<file path="config.mk">
export PLATFORM = sky130hd
export DESIGN_NAME = pri_enc_rr
export DESIGN_NICKNAME = d
export VERILOG_FILES = /design/src/rtl/pri_enc_rr_pkg.sv /design/src/rtl/pri_enc_rr_find_first.sv /design/src/rtl/pri_enc_rr.sv
export SDC_FILE = /design/constraint.sdc
export NUM_CORES = 1
export LEC_CHECK = 0
export ABC_CLOCK_PERIOD_IN_PS = 2190
export BUFFER_PORTS_ARGS = -buffer_cell sky130_fd_sc_hd__buf_2
export CELL_PAD_IN_SITES_DETAIL_PLACEMENT = 1
export CELL_PAD_IN_SITES_GLOBAL_PLACEMENT = 2
export CORE_ASPECT_RATIO = 2
export CORE_UTILIZATION = 27
export CTS_BUF_LIST = sky130_fd_sc_hd__clkbuf_4 sky130_fd_sc_hd__clkbuf_8 sky130_fd_sc_hd__clkbuf_16
export DETAILED_ROUTE_END_ITERATION = 6
export MAX_ROUTING_LAYER = met4
export PLACE_DENSITY = 0.86
export SYNTH_ARGS = -nofsm -noshare
export SYNTH_HDL_FRONTEND = slang
export SYNTH_SLANG_ARGS = --single-unit
</file>
<file path="constraint.sdc">
create_clock -name clk -period 2.19 [get_ports clk]
set_input_delay 0.219 -clock clk [delete_from_list [all_inputs] [get_ports clk]]
set_output_delay 0.219 -clock clk [all_outputs]
set_load 0.005 [all_outputs]
</file>
<file path="src/rtl/pri_enc_rr_pkg.sv">
// Shared LLC arbitration package: sizing helpers for request/index vectors.
package pri_enc_rr_pkg;

  // Bits needed to encode n distinct values (minimum 1).
  function automatic int unsigned clog2_f(input int unsigned n);
    int unsigned r;
    r = 0;
    for (int i = 0; i < 32; i++) begin
      if ((32'd1 << i) < n) r = i + 1;
    end
    return (r == 0) ? 1 : r;
  endfunction

endpackage

</file>
<file path="src/rtl/pri_enc_rr_find_first.sv">
// Combinational rotating find-first: first set bit of vec at or after base, wrapping to 0.
module rr_find_first
  import pri_enc_rr_pkg::*;
#(
  parameter int unsigned WIDTH     = 8,
  parameter int unsigned LOG_WIDTH = 3
) (
  input  logic [WIDTH-1:0]     vec,
  input  logic [LOG_WIDTH-1:0] base,
  output logic [LOG_WIDTH-1:0] idx,
  output logic                 found
);

  localparam int unsigned ScanW = clog2_f(2 * WIDTH);

  logic [WIDTH-1:0]   thermo;
  logic [2*WIDTH-1:0] scan;
  logic [ScanW-1:0]   pos;

  // Thermometer of positions at or above the base pointer.
  always_comb begin
    thermo = '0;
    for (int i = 0; i < WIDTH; i++) begin
      thermo[i] = (i >= int'(base));
    end
  end

  // Lower half holds only bits >= base, so they win; the upper copy supplies the wrapped bits.
  assign scan  = {vec, vec & thermo};
  assign found = |vec;

  // Lowest set position of the doubled vector (downward loop leaves the lowest hit).
  always_comb begin
    pos = '0;
    for (int i = 2 * WIDTH - 1; i >= 0; i--) begin
      if (scan[i]) pos = ScanW'(i);
    end
  end

  // Fold the doubled position back into 0..WIDTH-1.
  always_comb begin
    if (pos >= ScanW'(WIDTH)) begin
      idx = LOG_WIDTH'(pos - ScanW'(WIDTH));
    end else begin
      idx = LOG_WIDTH'(pos);
    end
  end

endmodule

</file>
<file path="src/rtl/pri_enc_rr.sv">
// Registered round-robin priority encoder with a valid/ready result stage.
module pri_enc_rr
  import pri_enc_rr_pkg::*;
#(
  parameter int unsigned WIDTH     = 8,
  parameter int unsigned LOG_WIDTH = 3,
  parameter bit          RR_EN     = 1'b1
) (
  input  logic                 clk,
  input  logic                 rst,
  input  logic [WIDTH-1:0]     in,
  input  logic [WIDTH-1:0]     mask,
  input  logic                 ptr_clr,
  output logic [LOG_WIDTH-1:0] out,
  output logic [WIDTH-1:0]     out_onehot,
  output logic                 out_valid,
  input  logic                 out_ready,
  output logic [LOG_WIDTH-1:0] ptr
);

  logic [WIDTH-1:0]     elig;
  logic [LOG_WIDTH-1:0] sel_idx;
  logic                 found;
  logic                 load;
  logic                 hs;
  logic [LOG_WIDTH-1:0] ptr_d;

  assign elig = in & ~mask;
  // out_ready only gates register enables; nothing reaches the outputs combinationally.
  assign load = !out_valid || out_ready;
  assign hs   = out_valid && out_ready;

  rr_find_first #(
    .WIDTH    (WIDTH),
    .LOG_WIDTH(LOG_WIDTH)
  ) u_find (
    .vec  (elig),
    .base (ptr),
    .idx  (sel_idx),
    .found(found)
  );

  // Result register: reload when empty or being consumed, otherwise hold the grant.
  always_ff @(posedge clk or posedge rst) begin
    if (rst) begin
      out_valid  <= 1'b0;
      out        <= '0;
      out_onehot <= '0;
    end else if (load) begin
      out_valid  <= found;
      out        <= found ? sel_idx : '0;
      out_onehot <= found ? (WIDTH'(1) << sel_idx) : '0;
    end
  end

  // Pointer next state: clear wins, then advance past the accepted index with explicit wrap.
  always_comb begin
    ptr_d = ptr;
    if (ptr_clr || !RR_EN) begin
      ptr_d = '0;
    end else if (hs) begin
      ptr_d = (out == LOG_WIDTH'(WIDTH - 1)) ? '0 : out + LOG_WIDTH'(1);
    end
  end

  // Pointer register.
  always_ff @(posedge clk or posedge rst) begin
    if (rst) begin
      ptr <= '0;
    end else begin
      ptr <= ptr_d;
    end
  end

endmodule

</file>
==> out/metrics.csv, run 1 <==
metric;value;unit
CP Cell Sequence;nor2b_1 > o21ba_4 > nand2_2 > nor3_2 > a32o_1;
worst r2r src;out_valid;
detailed placement HPWL;2.28;mm
CP Class;flop to flop;
die height;86.5;um
critical path required time;2.32;ns
failing checks;DRC;
I/O Buffers;34;
Final Total Pwr;0.841;mW
Critical Path End Type;flop;
CP Launch Type;flop;
final wirelength;2.75;mm
num ports;35;
Post-Synthesis Cells;108;
CTS sink count;15;
drt via density;5.13;
Clock Path Buffers;2;
Slew @ Worst Pin;0.829;ns
setup tns final;0;ns
worst rel slew slack;44.6;%
layout cells sized above 1;35.0;%
H-tree depth;1;
P&R area growth vs syn;27.2;%
Initial Util;28.2;%
CP delay by family, top;simple AND/OR/NAND/NOR gates;
P_leak;0.579;nW
reg-to-reg endpoint;out_onehot[7];
vias in the first global route;1091;
YS warnings;0;
# setup viols final;0;
via count;979;
Post-Syn Nets;130;
Worst Skew;0.00343;ns
DRC viols;5;
Max Cap Viol;0;
antenna-violating nets left;0;
Post-Synthesis Cell Area;965;sq um
Layout Nets;166;
Die ar.;0.00383;sq mm
post-CTS sizing;0;
worst vdd ir;0.368;mV
Tot GR Track Use;16.7;%
clock root buffer;clkbuf_8;
Final Max Tran Viols;0;
Crit path depth;5;
Clk Latency, worst-skew pair;0.24;ns
critical path arrival;2.00;ns
P per Cell Area;685;mW/mm^2
Placed Area;0.00118;sq mm
Final Cell Area;0.00123;sq mm
max incr delay on CP;0.69;ns
commonest cells after routing, fill and taps aside;34 x buf_2, 15 x dfrtp_1, 12 x nand2_1;
Worst Hold Class;input port to async pin;
clock-pin transition on the worst setup and hold timing paths;0.06;ns
hold buffer count at cts;0;
DR WL/cell;14.4;um
register area share after synthesis;38.9;%
Max Freq;0.533;GHz
number of distinct library cells after synthesis;40;
final period utilization;85.6;%
buffers plus inverters on the worst setup path;0;
Die Width;44.3;um
number of synthesized flops with an enable pin;0;
#FFs+latches synth;15;
row count;30;
Pre-antenna DRT Iters;5;
CTS Buf Count;3;
worst-path maximum fanout;13;
r2r worst-path depth;5;
core area;0.00342;sq mm
largest net degree at the start of global routing;16;
Final GP Congestion;0.829;
first-pass GRT wire length;4.69;mm
Reg2Reg Setup Slack;0.32;ns
CTS tree;done;
post-route minimum period;1.87;ns
ys async rst share;100;%
initial antenna violation count;0;
status;finished with violations;
Post-CTS Setup Repair Bufs;0;
Synth Flop Type;dfrtp_1;
Syn Area/Cell;8.93;sq um
leading cell type in the layout, fill and taps excluded;buf_2;
antenna cells;0;
initial DRC count;16;
RSZ-0062 raised after global routing;false;
slowest CP cell;nor2b_1;
grt total ovfl;0;
Final Hold Violating Endpoints;0;
-- cell families (layout without fill, tap and decap cells) --
logic type / Yosys count / in the layout / synth area share (%)
and+or+nand+nor: 48 / 48 / 29.1
AOI/OAI and AO/OA: 38 / 38 / 27.0
adders and majority gates: 2 / 2 / 2.59
DFF: 15 / 15 / 38.9
buffers and inverters: 5 / 40 / 2.46
-- worst max path at each step --
| stage | startpoint | endpoint |
|---|---|---|
| 2_1_floorplan | ptr[1] | out_onehot[1] |
| 3_5_place_dp | mask[5] | out_onehot[6] |
| 5_1_grt | ptr[2] | out_onehot[0] |
| 4_1_cts | ptr[2] | out_onehot[0] |
| 3_3_place_gp | ptr[2] | out_onehot[0] |
| 6_report | out_valid | out_onehot[7] |
-- flip-flops by register name, indices dropped and copies added (netlist names) --
name / flops
out_onehot: 8
out: 3
ptr: 3
out_valid: 1
-- per-stage QoR --
| stage | setup slack [ns] | utilization [%] | hold WS [ns] | std cells |
|---|---|---|---|---|
| 3_5_place_dp | 0.306 | 34.5 | 0.305 | 187 |
| 4_1_cts | 0.301 | 35.9 | 0.0355 | 191 |
| 5_1_grt | 0.115 | 35.9 | 0.0682 | 191 |
| 2_1_floorplan | 0.474 | - | 0.120 | 108 |
| 6_report | 0.316 | 35.9 | 0.0164 | 191 |
| 3_3_place_gp | 0.345 | 34.5 | 0.292 | 187 |
-- cells in the mapped netlist (all sizes together), types with 2 or more instances --
cell    number  share of area (%)
a21oi       10                5.2
a32o         4                4.2
o211ai       2                1.6
buf          2                1.3
ha           2                2.6
inv          2               0.78
nand3        5                2.6
nand2b       7                5.6
o21ai       11                5.7
nor2b        6                4.9
or4          2                1.9
nor3         3                2.1
dfrtp       15                 39
nor2         7                2.7
nand2       13                5.3
-- layout make-up --
cell class | instances | area, sq um
clock buffers | 4 | 48.8
fillers | 422 | 2190
inverters | 2 | 7.51
multi-input cells | 88 | 566
flip-flops and latches | 15 | 375
well taps | 48 | 60.1
repair buffers | 34 | 170
-- power by group --
part | internal, mW | total, mW | leakage [nW] | switching (mW)
clock | 0.141 | 0.234 | 0.0262 | 0.0927
combinational | 0.115 | 0.249 | 0.357 | 0.133
sequential | 0.316 | 0.359 | 0.196 | 0.0430
total | 0.572 | 0.841 | 0.579 | 0.269
-- per-layer routing --
layer	global-route usage (%)	routed length (um)	vias to the layer above
li1	-	-	470
met1	16.3	1020	481
met2	30.9	1590	22
met3	1.25	82	6
met4	8.82	57	0
met5	-	0	-
(Power assumes the default switching activity.)
==> run 2: changes to the inputs <==
--- a/config.mk
+++ b/config.mk
@@ -7,14 +7,11 @@
 export LEC_CHECK = 0
 export ABC_CLOCK_PERIOD_IN_PS = 2190
 export BUFFER_PORTS_ARGS = -buffer_cell sky130_fd_sc_hd__buf_2
-export CELL_PAD_IN_SITES_DETAIL_PLACEMENT = 1
-export CELL_PAD_IN_SITES_GLOBAL_PLACEMENT = 2
-export CORE_ASPECT_RATIO = 2
-export CORE_UTILIZATION = 27
+export CORE_UTILIZATION = 48
 export CTS_BUF_LIST = sky130_fd_sc_hd__clkbuf_4 sky130_fd_sc_hd__clkbuf_8 sky130_fd_sc_hd__clkbuf_16
 export DETAILED_ROUTE_END_ITERATION = 6
 export MAX_ROUTING_LAYER = met4
-export PLACE_DENSITY = 0.86
+export PLACE_DENSITY = 0.88
 export SYNTH_ARGS = -nofsm -noshare
 export SYNTH_HDL_FRONTEND = slang
 export SYNTH_SLANG_ARGS = --single-unit
==> out/metrics.csv, run 2 (synthesis results as in run 1) <==
metric;value;unit;change
status;complete, no violations;;was finished with violations
Placed Area;0.00115;sq mm;was 0.00118 sq mm
Pre-antenna DRT Iters;4;;was 5
Slew @ Worst Pin;0.776;ns;was 0.829 ns
CTS tree;done;;unchanged
CP Launch Type;flop;;unchanged
post-route minimum period;1.82;ns;was 1.87 ns
Post-Place Setup Slack;0.385;ns;was 0.306 ns
Die Width;46.8;um;was 44.3 um
detailed placement HPWL;1.76;mm;was 2.28 mm
critical path arrival;2.04;ns;was 2.00 ns
Final Max Tran Viols;0;;unchanged
Clock Path Buffers;2;;unchanged
P per Cell Area;645;mW/mm^2;was 685 mW/mm^2
Layout Cells excl Fill;169;;was 191
final wirelength;2.25;mm;was 2.75 mm
Initial Util;53.5;%;was 28.2%
vias in the first global route;862;;was 1091
Final GP Congestion;0.868;;was 0.829
max reg flops;8;;unchanged
GRT busiest layer;met2;;unchanged
P&R area growth vs syn;23.1;%;was 27.2%
RSZ-0062 raised after global routing;false;;unchanged
grt total ovfl;0;;unchanged
Final Worst Setup Slack;0.375;ns;was 0.316 ns
Worst Setup SP;ptr[2];;was out_valid
Worst Skew;0.00541;ns;was 0.00343 ns
Max Freq;0.551;GHz;was 0.533 GHz
row count;15;;was 30
met2 usage;40.0;%;was 30.9%
GR met1 Demand/Resource;30.9;%;was 16.3%
Post-CTS Setup Repair Bufs;0;;unchanged
antenna cells;0;;unchanged
first-pass GRT wire length;3.68;mm;was 4.69 mm
Top Registers;out_onehot: 8 flops, out: 3 flops, ptr: 3 flops;;unchanged
drt via density;5.64;;was 5.13
clock root buffer;clkbuf_4;;was clkbuf_8
leading cell type in the layout, fill and taps excluded;buf_2;;unchanged
r2r worst-path depth;6;;was 5
Clk Latency, worst-skew pair;0.30;ns;was 0.24 ns
Post-Place Cells;164;;was 187
combinational share of power;31.7;%;was 29.6%
CTS Buf Count;3;;unchanged
# setup viols final;0;;unchanged
Largest Register;out_onehot;;unchanged
Util after Layout;65.9;%;was 35.9%
Sw Share;34.9;%;was 32.0%
DRC viols;0;;was 5
Critical Path End Type;flop;;unchanged
Sw Pwr;0.267;mW;was 0.269 mW
Layout Nets;167;;was 166
core area;0.00180;sq mm;was 0.00342 sq mm
clock-pin transition on the worst setup and hold timing paths;0.10;ns;was 0.06 ns
layout cells sized above 1;34.7;%;was 35.0%
Tot GR Track Use;25.3;%;was 16.7%
critical path required time;2.42;ns;was 2.32 ns
worst-path maximum fanout;12;;was 13
die height;46.8;um;was 86.5 um
setup tns final;0;ns;unchanged
initial antenna violation count;0;;unchanged
P_leak;0.574;nW;was 0.579 nW
Max Cap Viol;0;;unchanged
Final Total Pwr;0.765;mW;was 0.841 mW
num ports;35;;unchanged
worst setup path endpoint;out_onehot[4];;was out_onehot[7]
worst rel slew slack;48.1;%;was 44.6%
initial DRC count;19;;was 16
commonest cells after routing, fill and taps aside;34 x buf_2, 15 x dfrtp_1, 12 x nand2_1;;unchanged
clock network fraction of total power;21.7;%;was 27.8%
via count;954;;was 979
Reg2Reg Setup Slack;0.37;ns;was 0.32 ns
Int Pwr;0.498;mW;was 0.572 mW
antenna-violating nets left;0;;unchanged
H-tree depth;1;;unchanged
Final Hold Violating Endpoints;0;;unchanged
worst hold slack;0.0940;ns;was 0.0164 ns
worst r2r src;ptr[2];;was out_valid
DR WL/cell;13.3;um;was 14.4 um
Die ar.;0.00219;sq mm;was 0.00383 sq mm
final period utilization;82.9;%;was 85.6%
largest net degree at the start of global routing;16;;unchanged
Final Cell Area;0.00119;sq mm;was 0.00123 sq mm
worst vdd ir;0.442;mV;was 0.368 mV
Reg power frac;46.6;%;was 42.6%
CTS sink count;15;;unchanged
reg-to-reg endpoint;out_onehot[4];;was out_onehot[7]
I/O Buffers;34;;unchanged
CP Class;flop to flop;;unchanged
Worst Hold Class;input port to flop;;was input port to async pin
met3 usage;3.85;%;was 1.25%
run 2: changes by cell type in the layout (fill, tap and decap cells not counted), sizes merged:
cell / previous run / this run
clkbuf: 4 / 3
clkinv: 0 / 1
dlygate4sd3: 0 / 1
run 2: layer usage:
metal / share of wire (%) / vias up
met5: 0 / -
met4: 2.3 / 0
met3: 7.3 / 5
met2: 46 / 42
met1: 44 / 433
li1: - / 474
run 2: critical path, cell delays in order (launching register included):
cell     delay, ns
dfrtp_1       0.51
nand2_1       0.14
o21ai_1       0.10
a21oi_1       0.24
nor2_1        0.10
or4_1         0.52
o21ai_1       0.15
run 2: worst min path at each step:
stage	start	endpoint	slack (ns)	cells after the start
2_1_floorplan	rst	out[0]	0.12	1
3_3_place_gp	rst	ptr[0]	0.28	2
3_5_place_dp	rst	out[0]	0.30	2
4_1_cts	ptr_clr	ptr[2]	0.09	2
5_1_grt	ptr_clr	ptr[2]	0.11	2
6_report	ptr_clr	ptr[2]	0.09	2
run 2: repair_timing:
action | 4_1_cts | 5_1_grt
gates resized for setup | 0 | 0
endpoints found under the hold margin | 15 | 0
hold buffers | 1 | 0
run 2: cell type report:
| cell class | count | area [sq um] |
|---|---|---|
| clock buffers | 3 | 22.5 |
| multi-input cells | 88 | 566 |
| clock inverters | 1 | 5.00 |
| inverters | 2 | 7.51 |
| fillers | 155 | 614 |
| flip-flops and latches | 15 | 375 |
| well taps | 25 | 31.3 |
| repair buffers | 35 | 180 |
run 2: power by group through the flow:
| stage | sequential, mW | combinational [mW] | clock [mW] |
|---|---|---|---|
| floorplan | 0.350 | 0.163 | 0 |
| detailed placement | 0.362 | 0.240 | 0 |
| global placement | 0.359 | 0.236 | 0 |
| CTS | 0.356 | 0.245 | 0.167 |
| global route | 0.363 | 0.272 | 0.179 |
| finish | 0.357 | 0.243 | 0.166 |
